### src/rtl/pll_rst_seq.sv
// -----------------------------------------------------------------------------
// pll_rst_seq -- PLL reset sequencer and lock monitor
//
// This block runs on the free-running board clock that also feeds the PLL
// input. It pulses the PLL reset, waits for a qualified lock, holds the
// system in reset for a settle delay, and then releases it. If lock is lost
// after qualification, it puts the system back into reset. It retries the
// PLL bring-up whenever lock does not arrive before a timeout.
//
// Ports
//   clk          in   free-running board clock
//   rst          in   synchronous reset, active-high
//   pll_lock_i   in   PLL lock, asynchronous to clk (synchronised internally)
//   pll_rst_o    out  PLL reset, active-high
//   sys_rst_o    out  system reset, active-high
//   ready_o      out  high only while running with a qualified lock
//   lock_lost_o  out  one-cycle pulse when a qualified lock drops
//   retry_cnt_o  out  number of lock timeouts, saturating at 255
//
// Configuration macro
//   PLL_RST_SEQ_AUTO_RECOVER_EN
//     defined   : a lock loss restarts the full PLL bring-up automatically
//     undefined : a lock loss parks the block in FAULT until rst is applied
// -----------------------------------------------------------------------------
module pll_rst_seq #(
  parameter int unsigned RST_PULSE_CYC    = 16,
  parameter int unsigned LOCK_TIMEOUT_CYC = 50000,
  parameter int unsigned LOCK_STABLE_CYC  = 1024,
  parameter int unsigned RELEASE_DLY_CYC  = 64,
  parameter int unsigned CNT_W            = 16
) (
  input  logic       clk,
  input  logic       rst,
  input  logic       pll_lock_i,
  output logic       pll_rst_o,
  output logic       sys_rst_o,
  output logic       ready_o,
  output logic       lock_lost_o,
  output logic [7:0] retry_cnt_o
);

  typedef enum logic [2:0] {
    S_PRST      = 3'd0,
    S_WAIT_LOCK = 3'd1,
    S_STABLE    = 3'd2,
    S_RELEASE   = 3'd3,
    S_RUN       = 3'd4,
    S_FAULT     = 3'd5
  } state_t;

  // Each phase ends on the cycle where the counter holds its last value.
  localparam logic [CNT_W-1:0] PULSE_LAST   = CNT_W'(RST_PULSE_CYC - 1);
  localparam logic [CNT_W-1:0] TIMEOUT_LAST = CNT_W'(LOCK_TIMEOUT_CYC - 1);
  localparam logic [CNT_W-1:0] STABLE_LAST  = CNT_W'(LOCK_STABLE_CYC - 1);
  localparam logic [CNT_W-1:0] RELEASE_LAST = CNT_W'(RELEASE_DLY_CYC - 1);

`ifdef PLL_RST_SEQ_AUTO_RECOVER_EN
  localparam state_t LOSS_STATE = S_PRST;
`else
  localparam state_t LOSS_STATE = S_FAULT;
`endif

  state_t           state_q;
  logic [CNT_W-1:0] cnt_q;
  logic             sync1_q;
  logic             lock_s_q;
  logic             pll_rst_q;
  logic             sys_rst_q;
  logic             ready_q;
  logic             lock_lost_q;
  logic [7:0]       retry_cnt_q;
  logic [7:0]       retry_cnt_d;

  // Saturating increment of the timeout counter.
  always_comb begin
    retry_cnt_d = retry_cnt_q;
    if (retry_cnt_q == 8'hFF) begin
      retry_cnt_d = retry_cnt_q;
    end else begin
      retry_cnt_d = retry_cnt_q + 8'd1;
    end
  end

  // Lock synchroniser, sequencing FSM and registered outputs.
  always_ff @(posedge clk) begin
    if (rst) begin
      state_q     <= S_PRST;
      cnt_q       <= '0;
      sync1_q     <= 1'b0;
      lock_s_q    <= 1'b0;
      pll_rst_q   <= 1'b1;
      sys_rst_q   <= 1'b1;
      ready_q     <= 1'b0;
      lock_lost_q <= 1'b0;
      retry_cnt_q <= 8'd0;
    end else begin
      sync1_q     <= pll_lock_i;
      lock_s_q    <= sync1_q;
      lock_lost_q <= 1'b0;
      case (state_q)
        S_PRST: begin
          if (cnt_q == PULSE_LAST) begin
            state_q   <= S_WAIT_LOCK;
            cnt_q     <= '0;
            pll_rst_q <= 1'b0;
          end else begin
            cnt_q <= cnt_q + CNT_W'(1);
          end
        end
        S_WAIT_LOCK: begin
          // Lock is checked first, so it wins on the timeout cycle.
          if (lock_s_q) begin
            state_q <= S_STABLE;
            cnt_q   <= '0;
          end else if (cnt_q == TIMEOUT_LAST) begin
            state_q     <= S_PRST;
            cnt_q       <= '0;
            pll_rst_q   <= 1'b1;
            retry_cnt_q <= retry_cnt_d;
          end else begin
            cnt_q <= cnt_q + CNT_W'(1);
          end
        end
        S_STABLE: begin
          // A glitch before qualification only restarts the wait.
          if (!lock_s_q) begin
            state_q <= S_WAIT_LOCK;
            cnt_q   <= '0;
          end else if (cnt_q == STABLE_LAST) begin
            state_q <= S_RELEASE;
            cnt_q   <= '0;
          end else begin
            cnt_q <= cnt_q + CNT_W'(1);
          end
        end
        S_RELEASE: begin
          if (!lock_s_q) begin
            state_q     <= LOSS_STATE;
            cnt_q       <= '0;
            pll_rst_q   <= 1'b1;
            sys_rst_q   <= 1'b1;
            ready_q     <= 1'b0;
            lock_lost_q <= 1'b1;
          end else if (cnt_q == RELEASE_LAST) begin
            state_q   <= S_RUN;
            cnt_q     <= '0;
            sys_rst_q <= 1'b0;
            ready_q   <= 1'b1;
          end else begin
            cnt_q <= cnt_q + CNT_W'(1);
          end
        end
        S_RUN: begin
          if (!lock_s_q) begin
            state_q     <= LOSS_STATE;
            cnt_q       <= '0;
            pll_rst_q   <= 1'b1;
            sys_rst_q   <= 1'b1;
            ready_q     <= 1'b0;
            lock_lost_q <= 1'b1;
          end else begin
            cnt_q <= cnt_q;
          end
        end
        S_FAULT: begin
          // Parked with everything held in reset; only rst leaves.
          state_q   <= S_FAULT;
          pll_rst_q <= 1'b1;
          sys_rst_q <= 1'b1;
          ready_q   <= 1'b0;
        end
        default: begin
          state_q   <= S_PRST;
          cnt_q     <= '0;
          pll_rst_q <= 1'b1;
          sys_rst_q <= 1'b1;
          ready_q   <= 1'b0;
        end
      endcase
    end
  end

  assign pll_rst_o   = pll_rst_q;
  assign sys_rst_o   = sys_rst_q;
  assign ready_o     = ready_q;
  assign lock_lost_o = lock_lost_q;
  assign retry_cnt_o = retry_cnt_q;

endmodule

### config.mk
export PLATFORM = sky130hd
export DESIGN_NAME = pll_rst_seq
export DESIGN_NICKNAME = d
export VERILOG_FILES = /design/src/rtl/pll_rst_seq.sv
export SDC_FILE = /design/constraint.sdc
export NUM_CORES = 1
export LEC_CHECK = 0
export CORE_ASPECT_RATIO = 0.75
export CORE_UTILIZATION = 45
export DETAILED_ROUTE_END_ITERATION = 12
export MAX_ROUTING_LAYER = met4
export PLACE_DENSITY_LB_ADDON = 0.1
export SLEW_MARGIN = 20
export SYNTH_ARGS = -nofsm -noshare
export SYNTH_HDL_FRONTEND = slang
export SYNTH_SLANG_ARGS = --single-unit
### constraint.sdc
create_clock -name clk -period 1.95 [get_ports clk]
set_input_delay 0.39 -clock clk [delete_from_list [all_inputs] [get_ports clk]]
set_output_delay 0.39 -clock clk [all_outputs]
set_load 0.02 [all_outputs]
==> run summary <==
The flow ran to the end, but the final reports show violations. The checks that failed: negative setup slack. The number of global-route vias before repair is between 1500 and 2000.

The count of warnings emitted by yosys came out at 0. For this run, the detailed router's first-pass iteration total came to 4. The total global routing overflow came out at 0.

The largest fanout on the critical path is 5. The number of standard-cell rows in the floorplan came out at 19. The power density relative to cell area came out at 511 mW/mm2. The worst-case IR drop observed on VDD is 0.503 mV. The internal power contribution is a little under 0.001 W. The combined area of all synthesized cells came out at around 0.0018 mm2. The DRC violation count after routing is 0. The H-tree was split into 2 levels.

The net total in the final layout is roughly 260. The final count of pins violating max slew came out at 0. The portion of the post-synthesis area used by sequential elements is a little under two fifths. Adding up every negative setup slack in the final design gives -0.0374 ns. At the worst endpoint, the arrival time is 2.15 ns. The number of input and output port buffers inserted came out at 14.

In the synthesized netlist the dominant register cell turns out to be dfxtp_1. The clock network burns 40.7% of the power. The worst clock skew is 0.00509 ns. Counting along the longest clock path gives a buffer depth of 2. The data required time at the worst endpoint came out at approximately 2.1 ns. The portion of total power attributed to sequential cells is 54.7%.

The max-capacitance violation count came out at 0. The number of nets handed over by synthesis was between 200 and 250. The final estimated routing congestion in global placement came out at 0.882. The category of the worst setup path capture point is a flip-flop. The number of inserted diodes is 0. The number of cells in the design after placement is roughly 300.

Pin placement for this block handled 15 I/O pins. The cell sitting at the root of the clock tree is a clkbuf_8. The worst setup path is launched from a flip-flop. Setup repair after global routing could not meet its margin everywhere. The count of flip-flops with a built-in enable after synthesis came out at 0. The fraction of synthesized cell area taken by the top area cell type came out at 37.0%. After legalization and detailed placement, the total HPWL measured between 3 and 4 mm. The startpoint of the lowest-slack register-to-register path is cnt_q[1]. The number of endpoints with negative hold slack in the final report came out at 0. For this configuration, the core starts out at a cell density of 47.8%.

The wire length of the first global-routing pass is approximately 7.7 mm. The setup path with the least slack is of type reg2reg. The biggest area contributor in the post-synthesis netlist is dfxtp_1. The initial antenna violation count is 0.

The via count normalized by instance count came out at about 5.6. The fraction of registers with async set or reset after synthesis came out at 0%. The number of design-rule violations left by the first detailed-router iteration is 67. The final setup violation count is 1. By area the synthesized netlist is led by dfxtp_1 (37%), xor2_1 (7.4%), a211oi_1 (6.3%). The number of CTS-inserted buffers came out at 5.

Net switching is between 20% and 30% of the power. The die area came out at roughly 0.0042 mm2. The number of nets with antenna violations after detailed routing is 0. The count of different cell masters after synthesis is 46.

The total power came out at approximately 0.0013 W. The timing startpoint of the critical path is cnt_q[1]. The cell area after placement came out at roughly 0.0023 mm2. Averaged over all synthesized cells, the footprint is about 8.8 um2.

The met1 usage in global routing is a little under a third. The final worst slack is -0.0374 ns. The actual slew at the worst max-slew pin is between 0.4 and 0.5 ns. The height of the die came out at between 50 and 60 um.

The worst hold path belongs to the class reg2reg. Derived from the worst setup path, the maximum achievable clock frequency is 503 MHz. The proportion of layout cells with a drive suffix above 1 is between 20% and 30%. The count of state elements after synthesis is 33. Global routing consumed, on the met3 layer, around 5.0% of the routing resources. In the final routed layout, each cell accounts on average for approximately 15 um.

The worst slew margin relative to its limit came out at approximately 70%. The met2 usage in global routing is a little under two fifths. The worst hold path startpoint is sync1_q. The minimum period implied by the final worst setup slack came out at 1.99 ns. The finished cells cover about 0.0025 mm2. The area growth from synthesis to layout is 37.9%. The analysis attributes to net switching a power of about 0.00027 W. The leakage power is between 0.9 and 1 nW.

The total area inside the core boundary comes to 0.00373 mm2. The chip width came out at about 75 um. TritonCTS built the clock tree. The ratio of final minimum period to clock period is 102%.

The total track usage came out at between 20% and 30%. The number of vias in the routed layout is 1745. The largest net degree at the start of global routing came out at 18.

For the worst-skew pair, the clock arrives at the later sink with an insertion delay of roughly 0.27 ns. The power share of the combinational group came out at 4.6%. The total wire length came out at approximately 4.7 mm. The clock slew at the register clock pins of the worst setup and hold paths is 0.07 ns. Leaving out filler cells and counting taps, the final layout contains between 300 and 400. The layer flagged by global routing as most heavily used is met2. Counting every instance in the synthesized netlist gives roughly 200.

Clock tree synthesis found a total of 33 sinks.
## placed cells by master, fill, tap and decap left out, types with 2 or more instances in the layout
cell type         n
a211oi_1         15
a21oi_1           9
and2_1            3
and3_1            7
and4_1            2
and4b_1           3
buf_4            42
clkbuf_16         2
clkbuf_8          6
clkdlybuf4s50_1  14
dfxtp_1          30
dfxtp_2           2
inv_1             3
nand2_1          11
nand2b_1          2
nand3_1           9
nand4_1           8
nor2_1           16
nor2b_1           5
nor3_1            5
nor3_4            2
o2111ai_1         2
o211ai_1          3
o21a_1            3
o21ai_0           5
or3_1             3
xnor2_1           5
xor2_1           15
## cell usage after synthesis (2+ instances only)
cell type and count:
and2_1 3, nand2b_1 2, a211oi_1 15, nor2_1 16, dfxtp_1 33, o21ai_0 5
buf_2 5, xor2_1 15, nand2_1 12, clkbuf_1 5, o2111ai_1 2, and4_1 2
nand3_1 9, xnor2_1 5, nor2b_1 5, o211ai_1 3, and3_1 7, o21a_1 3
ha_1 2, and4b_1 3, or3_1 3, nor3_2 2, inv_1 3, nand4_1 8
a21oi_1 9, a311oi_1 2, nor3_1 5
## layout make-up
class                      instances  area (um2)
fill                             332        1270
sequential                        33         667
clock buffer                       7        86.3
inverter                           3        11.3
timing repair buffer              59         526
multi-input combinational        156        1110
tap                               52        65.1
## flip-flops by register name, summed over array words and instances (netlist names)
register     flops
sys_rst_o        1
sync1_q          1
ready_o          1
state_q          3
lock_lost_o      1
pll_rst_o        1
retry_cnt_o      8
lock_s_q         1
cnt_q           16
## cells by family (layout without fill, tap and decap cells)
kind of cell    Yosys count  after routing  synth area share (%)
simple gates             84             84                  27.5
compound gates           49             49                  20.2
flops                    33             33                  37.0
xor+xnor                 20             20                  9.81
buf+inv                  14             69                  3.50
fa+ha+maj                 2              2                  1.40
mux                       1              1                 0.561
## power groups by stage
stage,Clock [W],Combinational (W),Sequential [W]
finish,0.000513,0.0000576,0.000688
global route,0.000556,0.0000645,0.000689
CTS,0.000524,0.0000560,0.000689
detailed placement,0,0.0000555,0.000704
global placement,0,0.0000537,0.000703
floorplan,0,0.0000275,0.000705
## stage by stage
| stage | util (%) | hold WS [ns] | setup WS, ns |
|---|---|---|---|
| floorplan | - | 0.414 | -0.00447 |
| global placement | 60.4 | 0.430 | -0.209 |
| detailed placement | 60.4 | 0.473 | -0.360 |
| CTS | 64.1 | 0.483 | -0.0388 |
| global route | 66.0 | 0.489 | -0.109 |
| finish | 66.0 | 0.474 | -0.0374 |
## timing repair
| action | in CTS | in global routing |
|---|---|---|
| cloned | 0 | 2 |
| setup endpoints to repair | 16 | 20 |
| hold buffers | 0 | 0 |
| resized for setup | 2 | 5 |
| buffers inserted | 5 | 1 |
| hold endpoints to repair | 0 | 0 |
| pin swaps | 3 | 1 |
## final timing paths
kind	to	slack, ns	depth (start not counted)
setup / recovery	pll_rst_o	-0.04	6
hold / removal	lock_s_q	0.47	1
hold reg to reg	lock_s_q	0.47	1
setup reg to reg	pll_rst_o	-0.04	6
## worst max-delay path: stages (launching register included)
cell       delay, ns
dfxtp_4         0.36
ha_4            0.14
and4b_1         0.22
and4b_1         0.25
a2111oi_2       0.09
or4_1           0.51
a221o_1         0.30
## per-layer routing
metal,part of all wire (%),up-vias
met3,4.2,2
met5,0,-
met1,48,841
li1,-,871
met4,0.49,0
met2,47,31
Power figures use the tool's default switching activity.
